`src/rtl/gomoku_pkg.sv`:
```
// Shared board constants, status encodings and controller state type
// for the gomoku move sequencing logic.
package gomoku_pkg;

   localparam int BOARD_N = 15;
   localparam int WIN_LEN = 5;
   localparam int COORD_W = 4;
   localparam int WIN_W   = 9;

   localparam logic [1:0] ST_OK      = 2'd0;
   localparam logic [1:0] ST_ILLEGAL = 2'd1;
   localparam logic [1:0] ST_WIN     = 2'd2;
   localparam logic [1:0] ST_DRAW    = 2'd3;

   typedef enum logic [2:0] {
      S_IDLE,
      S_CHECK,
      S_WRITE,
      S_SETTLE,
      S_EVAL,
      S_CLEAR
   } state_t;

endpackage

```
`src/rtl/move_commit_ctrl_if.sv`:
```
// Move request / status response channel between game logic (master)
// and the move commit controller (slave).
interface move_commit_ctrl_if;
   import gomoku_pkg::*;

   logic               req_valid;
   logic               req_ready;
   logic [COORD_W-1:0] req_y;
   logic [COORD_W-1:0] req_x;
   logic               req_color;
   logic               clr_req;
   logic               rsp_valid;
   logic [1:0]         rsp_status;

   modport master (
      output req_valid, req_y, req_x, req_color, clr_req,
      input  req_ready, rsp_valid, rsp_status
   );

   modport slave (
      input  req_valid, req_y, req_x, req_color, clr_req,
      output req_ready, rsp_valid, rsp_status
   );

endinterface

```
`src/rtl/line_run_detect.sv`:
```
// Flags a run of WIN_LEN consecutive ones anywhere inside one line window.
module line_run_detect #(
   parameter int WIN_LEN = gomoku_pkg::WIN_LEN
) (
   input  logic [gomoku_pkg::WIN_W-1:0] window,
   output logic                         found
);

   localparam int N_POS = gomoku_pkg::WIN_W - WIN_LEN + 1;

   logic [N_POS-1:0] hit;

   for (genvar i = 0; i < N_POS; i++) begin : g_pos
      assign hit[i] = &window[i +: WIN_LEN];
   end

   assign found = |hit;

endmodule

```
`src/rtl/move_commit_ctrl.sv`:
```
// Move sequencer: occupancy check, board write, window evaluation and
// single status response; also owns board clear and the move counter.
module move_commit_ctrl
   import gomoku_pkg::*;
#(
   parameter int BOARD_N = gomoku_pkg::BOARD_N,
   parameter int WIN_LEN = gomoku_pkg::WIN_LEN
) (
   input  logic                clk,
   input  logic                rst,
   move_commit_ctrl_if.slave   bus,
   output logic                game_over,
   output logic [7:0]          move_count,
   output logic                data_clr,
   output logic                data_write,
   output logic [COORD_W-1:0]  write_y,
   output logic [COORD_W-1:0]  write_x,
   output logic                write_color,
   output logic [COORD_W-1:0]  logic_y,
   input  logic [BOARD_N-1:0]  logic_row,
   output logic [COORD_W-1:0]  consider_y,
   output logic [COORD_W-1:0]  consider_x,
   input  logic [WIN_W-1:0]    black_y,
   input  logic [WIN_W-1:0]    black_x,
   input  logic [WIN_W-1:0]    black_yx,
   input  logic [WIN_W-1:0]    black_xy,
   input  logic [WIN_W-1:0]    white_y,
   input  logic [WIN_W-1:0]    white_x,
   input  logic [WIN_W-1:0]    white_yx,
   input  logic [WIN_W-1:0]    white_xy
);

   localparam int                 ROW_W   = 1 << COORD_W;
   localparam logic [COORD_W-1:0] LIM     = COORD_W'(BOARD_N);
   localparam logic [7:0]         CELLS   = 8'(BOARD_N * BOARD_N);
   localparam logic [7:0]         CNT_MAX = '1;

   state_t             state, state_nx;
   logic [COORD_W-1:0] lat_y, lat_x;
   logic               lat_color;
   logic [ROW_W-1:0]   row_ext;
   logic               occupied, illegal, any_win, is_draw;
   logic [WIN_W-1:0]   win_sel [4];
   logic [3:0]         hit;

   // Zero-extend the row so an out-of-range x still indexes a defined bit.
   assign row_ext  = {{(ROW_W - BOARD_N){1'b0}}, logic_row};
   assign occupied = row_ext[lat_x];
   assign illegal  = (lat_y >= LIM) | (lat_x >= LIM) | occupied | game_over;

   assign win_sel[0] = lat_color ? white_y  : black_y;
   assign win_sel[1] = lat_color ? white_x  : black_x;
   assign win_sel[2] = lat_color ? white_yx : black_yx;
   assign win_sel[3] = lat_color ? white_xy : black_xy;

   for (genvar d = 0; d < 4; d++) begin : g_dir
      line_run_detect #(.WIN_LEN(WIN_LEN)) u_det (
         .window (win_sel[d]),
         .found  (hit[d])
      );
   end

   assign any_win = |hit;
   assign is_draw = (move_count == CELLS);

   assign write_y     = lat_y;
   assign write_x     = lat_x;
   assign write_color = lat_color;
   assign logic_y     = lat_y;

   always_ff @(posedge clk or negedge rst) begin
      if (!rst) state <= S_IDLE;
      else      state <= state_nx;
   end

   always_comb begin
      state_nx = state;
      case (state)
         S_IDLE: begin
            if (bus.clr_req)        state_nx = S_CLEAR;
            else if (bus.req_valid) state_nx = S_CHECK;
         end
         S_CHECK:  state_nx = illegal ? S_IDLE : S_WRITE;
         S_WRITE:  state_nx = S_SETTLE;
         S_SETTLE: state_nx = S_EVAL;
         S_EVAL:   state_nx = S_IDLE;
         S_CLEAR:  state_nx = S_IDLE;
         default:  state_nx = S_IDLE;
      endcase
   end

   always_comb begin
      bus.req_ready  = 1'b0;
      bus.rsp_valid  = 1'b0;
      bus.rsp_status = ST_OK;
      data_write     = 1'b0;
      data_clr       = 1'b0;
      case (state)
         S_IDLE:  bus.req_ready = 1'b1;
         S_CHECK: begin
            if (illegal) begin
               bus.rsp_valid  = 1'b1;
               bus.rsp_status = ST_ILLEGAL;
            end
         end
         S_WRITE: data_write = 1'b1;
         S_EVAL: begin
            bus.rsp_valid  = 1'b1;
            bus.rsp_status = any_win ? ST_WIN : (is_draw ? ST_DRAW : ST_OK);
         end
         S_CLEAR: data_clr = 1'b1;
         default: ;
      endcase
   end

   // Consider point is loaded on the CHECK->WRITE edge so it is already valid
   // during WRITE and holds its value once the move completes.
   always_ff @(posedge clk or negedge rst) begin
      if (!rst) begin
         lat_y      <= '0;
         lat_x      <= '0;
         lat_color  <= 1'b0;
         consider_y <= '0;
         consider_x <= '0;
         move_count <= '0;
         game_over  <= 1'b0;
      end else begin
         if (state == S_IDLE && !bus.clr_req && bus.req_valid) begin
            lat_y     <= bus.req_y;
            lat_x     <= bus.req_x;
            lat_color <= bus.req_color;
         end
         if (state == S_CHECK && !illegal) begin
            consider_y <= lat_y;
            consider_x <= lat_x;
         end
         if (state == S_WRITE && move_count != CNT_MAX)
            move_count <= move_count + 8'd1;
         if (state == S_EVAL && (any_win || is_draw))
            game_over <= 1'b1;
         if (state == S_CLEAR) begin
            move_count <= '0;
            game_over  <= 1'b0;
         end
      end
   end

endmodule

```
`src/flat_wrapper.sv`:
```
// flat-port wrapper written by rule: the top's interface ports become plain ports
module move_commit_ctrl_flat import gomoku_pkg::*;
#(
   parameter int BOARD_N = gomoku_pkg::BOARD_N,
   parameter int WIN_LEN = gomoku_pkg::WIN_LEN
)
  (clk, rst, game_over, move_count, data_clr, data_write, write_y, write_x, write_color, logic_y, logic_row, consider_y, consider_x, black_y, black_x, black_yx, black_xy, white_y, white_x, white_yx, white_xy, bus_req_valid, bus_req_y, bus_req_x, bus_req_color, bus_clr_req, bus_req_ready, bus_rsp_valid, bus_rsp_status);
  move_commit_ctrl_if bus_i ();
  input  logic clk;
  input  logic rst;
  output logic game_over;
  output logic [7:0] move_count;
  output logic data_clr;
  output logic data_write;
  output logic [COORD_W-1:0] write_y;
  output logic [COORD_W-1:0] write_x;
  output logic write_color;
  output logic [COORD_W-1:0] logic_y;
  input  logic [BOARD_N-1:0] logic_row;
  output logic [COORD_W-1:0] consider_y;
  output logic [COORD_W-1:0] consider_x;
  input  logic [WIN_W-1:0] black_y;
  input  logic [WIN_W-1:0] black_x;
  input  logic [WIN_W-1:0] black_yx;
  input  logic [WIN_W-1:0] black_xy;
  input  logic [WIN_W-1:0] white_y;
  input  logic [WIN_W-1:0] white_x;
  input  logic [WIN_W-1:0] white_yx;
  input  logic [WIN_W-1:0] white_xy;
  input wire logic [$bits(bus_i.req_valid)-1:0] bus_req_valid;
  input wire logic [$bits(bus_i.req_y)-1:0] bus_req_y;
  input wire logic [$bits(bus_i.req_x)-1:0] bus_req_x;
  input wire logic [$bits(bus_i.req_color)-1:0] bus_req_color;
  input wire logic [$bits(bus_i.clr_req)-1:0] bus_clr_req;
  output wire logic [$bits(bus_i.req_ready)-1:0] bus_req_ready;
  output wire logic [$bits(bus_i.rsp_valid)-1:0] bus_rsp_valid;
  output wire logic [$bits(bus_i.rsp_status)-1:0] bus_rsp_status;
  assign bus_i.req_valid = bus_req_valid;
  assign bus_i.req_y = bus_req_y;
  assign bus_i.req_x = bus_req_x;
  assign bus_i.req_color = bus_req_color;
  assign bus_i.clr_req = bus_clr_req;
  assign bus_req_ready = bus_i.req_ready;
  assign bus_rsp_valid = bus_i.rsp_valid;
  assign bus_rsp_status = bus_i.rsp_status;
  move_commit_ctrl #(.BOARD_N(BOARD_N), .WIN_LEN(WIN_LEN)) u_core (.clk(clk), .rst(rst), .bus(bus_i), .game_over(game_over), .move_count(move_count), .data_clr(data_clr), .data_write(data_write), .write_y(write_y), .write_x(write_x), .write_color(write_color), .logic_y(logic_y), .logic_row(logic_row), .consider_y(consider_y), .consider_x(consider_x), .black_y(black_y), .black_x(black_x), .black_yx(black_yx), .black_xy(black_xy), .white_y(white_y), .white_x(white_x), .white_yx(white_yx), .white_xy(white_xy));
endmodule
```
`config.mk`:
```
export PLATFORM = sky130hd
export DESIGN_NAME = move_commit_ctrl_flat
export DESIGN_NICKNAME = d
export VERILOG_FILES = /design/src/rtl/gomoku_pkg.sv /design/src/rtl/move_commit_ctrl_if.sv /design/src/rtl/line_run_detect.sv /design/src/rtl/move_commit_ctrl.sv /design/src/flat_wrapper.sv
export SDC_FILE = /design/constraint.sdc
export NUM_CORES = 1
export LEC_CHECK = 0
export ABC_AREA = 1
export CAP_MARGIN = 20
export CORE_MARGIN = 1.5
export CORE_UTILIZATION = 38
export DETAILED_ROUTE_END_ITERATION = 10
export PLACE_DENSITY = 0.89
export SYNTH_ARGS = -nofsm -noshare
export SYNTH_HDL_FRONTEND = slang
export SYNTH_SLANG_ARGS = --single-unit
```
`constraint.sdc`:
```
create_clock -name clk -period 2.12 [get_ports clk]
set_input_delay 0.424 -clock clk [delete_from_list [all_inputs] [get_ports clk]]
set_output_delay 0.424 -clock clk [all_outputs]
set_load 0.05 [all_outputs]
```
==> out/metrics.yaml <==
syn_inst: 355
clkLatencyLatePin_ns: 0.29
n_antenna_cell: 0
start_util_pct: 40.1
hold_viol_final: 0
drcViolationCount: 0
post-route-min-period_ns: 2.49
layout-drive-gt1-share_pct: 16.6
dp_slack_ns: -0.282
ff2ff_setup_slack_ns: 0.23
holdBufCountCts: 0
worstSetupStartpointType: "flip-flop"
status: "finished with violations"
synth-seq-area-share_pct: 32.3
leakage_nw: 1.95
ant_nets: 0
violations: "setup timing"
clk_path_buf_depth: 2
synth_top_area_share_pct: 32.3
hold_class: "reg -> reg"
die_y_um: 79.9
hp-start: "u_core.consider_y[3]$_DFFE_PN0N_"
ir_worst_vdd_uv: 948
num-nets-final: 612
critPathRequiredTime_ns: 1.70
portBuffers: 135
maxSlewViolCount: 0
drv_cap: 0
hpwl_um: 6050
first_pass_iters: 4
slew_headroom_pct: 65.0
clk_pin_slew_ns: 0.06
synth_seq_cells: 29
drt_iter0_drc: 105
synth_top_cell_by_area: "dfrtp_1"
period_share_pct: 117
fin_ws_ns: -0.368
cts-buffers-inserted: 5
ys_types: 34
critPathBufInv: 2
critical_path_arrival_ns: 2.06
syn-num-nets: 457
max_stage_delay_ns: 0.51
finalSetupViolCount: 3
drt-wirelength-per-cell_um: 13.2
worst_path_max_delay_cell: "dfrtp_2"
r2r_start: "u_core.write_color$_DFFE_PN0P_"
crit_path_start: "u_core.write_color$_DFFE_PN0P_"
core_area_sq_um: 5610
utilization_pct: 73.3
path_max_fanout: 7
grt_max_degree: 30
cts_tree: "built"
syn_avg_cell_area_sq_um: 6.34
gp_congestion: 0.884
num-fill-cells: 443
routed_via_density: 4.87
grt_usage_pct: 24.3
io_pins: 136
max_freq_mhz: 402
grt_pass1_vias: 2749
endpoint_kind: "output port"
syn-cell-area_sq_um: 2250
cts_max_level: 2
synth_area_leaders: "dfrtp_1 32%, nand2_1 26%, nand3_1 5.1%"
place_area_sq_um: 3830
crit_top_cell: "nand2_2"
stdcell_area_sq_um: 4110
holdWs_ns: 0.473
root_buffer: "clkbuf_8"
vias: 2837
p_per_area_nw_per_um2: 1360
grt_pass1_wl_um: 12000
syn_to_final_growth_pct: 82.8
routed_wl_um: 7720
crit_type: "reg -> out"
rows: 27
fp.dieW_um: 79.9
grt_overflow: 0
skew_ns: 0.00454
cts_num_sinks: 29
fin_tns_setup_ns: -0.834
rsz0062_at_grt: "yes"
path_cells: "buf_6, or2_1, o21ai_2, nor2_1, nand3b_1, nand2_1, nor2_2, nand2_2, nand2_2, nand2_4, buf_12"
crit_family: "simple AND/OR/NAND/NOR gates"
fp.dieArea_sq_um: 6390
ys_warn_count: 0
worst_slew_pin_slew_ns: 0.524
antenna_found_initial: 0
layer usage:
metal | GRT usage (%) | vias to the layer above | share of wire, %
li1 | - | 1426 | -
met1 | 26.6 | 1287 | 39
met2 | 44.7 | 103 | 53
met3 | 5.03 | 21 | 4.6
met4 | 10.9 | 0 | 2.7
met5 | 0 | - | 0
cell type report:
class / count / area, sq um / area share, %
clock inverters: 1 / 5.00 / 0.122
repair inverters: 1 / 8.76 / 0.213
inverters: 36 / 148 / 3.59
flip-flops and latches: 29 / 729 / 17.7
multi-input cells: 276 / 1360 / 33.1
well taps: 72 / 90.1 / 2.19
clock buffers: 7 / 96.3 / 2.34
repair buffers: 161 / 1670 / 40.7
flip-flops by register name, indices dropped and copies added (netlist names):
| name | count |
|---|---|
| u_core.write_color | 1 |
| u_core.logic_y | 4 |
| u_core.write_x | 4 |
| u_core.consider_x | 4 |
| u_core.game_over | 1 |
| u_core.state | 3 |
| u_core.move_count | 8 |
| u_core.consider_y | 4 |
final timing paths:
kind                       cells past startpoint                                to
setup / recovery                              11                 bus_rsp_status[1]
hold / removal                                 2  u_core.consider_y[3]$_DFFE_PN0N_
setup reg to reg                              11      u_core.game_over$_DFFE_PN0P_
hold reg to reg                                2  u_core.consider_y[3]$_DFFE_PN0N_
max in group asynchronous                      2    u_core.write_color$_DFFE_PN0P_
min in group asynchronous                      2  u_core.move_count[7]$_DFFE_PN0P_
stage by stage:
stage	cells	total power, mW
3_5_place_dp	566	4.73
6_report	583	5.58
3_3_place_gp	566	4.64
4_1_cts	577	5.34
2_1_floorplan	355	3.43
5_1_grt	583	5.96
Yosys cell counts:
cell type	n
o21ai_2	1
nor3_2	1
a31oi_1	1
or2_0	1
nor2_8	1
xor2_1	1
o31ai_1	2
nand2_2	1
nand2_4	1
nor2_4	1
inv_2	6
dfrtp_1	29
a21boi_0	1
mux2_2	4
nor2_1	24
o22ai_1	1
o21ai_1	10
or2_1	4
nor2_2	4
nand2_1	157
a21oi_1	5
nor3_4	1
nand4_1	8
o211ai_2	1
inv_1	30
buf_6	2
nor3_1	6
nand3_1	23
a21boi_1	1
buf_2	6
nand3b_1	1
ha_1	2
o21ai_0	12
buf_4	6
repair_timing:
item	in CTS	in global routing
setup buffers	3	4
gates cloned	0	2
setup endpoints to repair	3	4
pin swaps	2	0
gates resized for setup	7	15
worst reg2reg max path, delay by kind of cell, from the launching register on:
kind,cells,cell delay [ns]
buf+inv,2,0.28
compound gates,1,0.07
simple gates,8,0.89
flops,1,0.51
logic make-up after synthesis:
kind of cell / after synthesis / synth area share, %
compound gates: 35 / 8.84
buf+inv: 50 / 10.3
mux: 4 / 2.00
simple gates: 234 / 45.1
flops: 29 / 32.3
xor+xnor: 1 / 0.389
fa+ha+maj: 2 / 1.11
report_power, final:
part | total [mW] | switching [mW] | internal [mW]
Combinational | 4.07 | 2.42 | 1.65
Sequential | 1.01 | 0.248 | 0.763
Clock | 0.506 | 0.213 | 0.293
cells in the final DEF (no fill, tap or decap), types with 3 or more instances in the layout:
| cell | count |
|---|---|
| nand2_1 | 147 |
| clkdlybuf4s50_1 | 126 |
| inv_1 | 30 |
| dfrtp_1 | 26 |
| nand3_1 | 22 |
| buf_4 | 21 |
| nor2_1 | 20 |
| o21ai_0 | 11 |
| nand2_2 | 10 |
| buf_12 | 9 |
| nor2_2 | 8 |
| nand4_1 | 8 |
| o21ai_1 | 8 |
| clkbuf_8 | 7 |
| nor3_1 | 6 |
| inv_2 | 5 |
| a21oi_1 | 5 |
| or2_1 | 4 |
| mux2_2 | 4 |
| dfrtp_2 | 3 |
(Power assumes the default switching activity.)
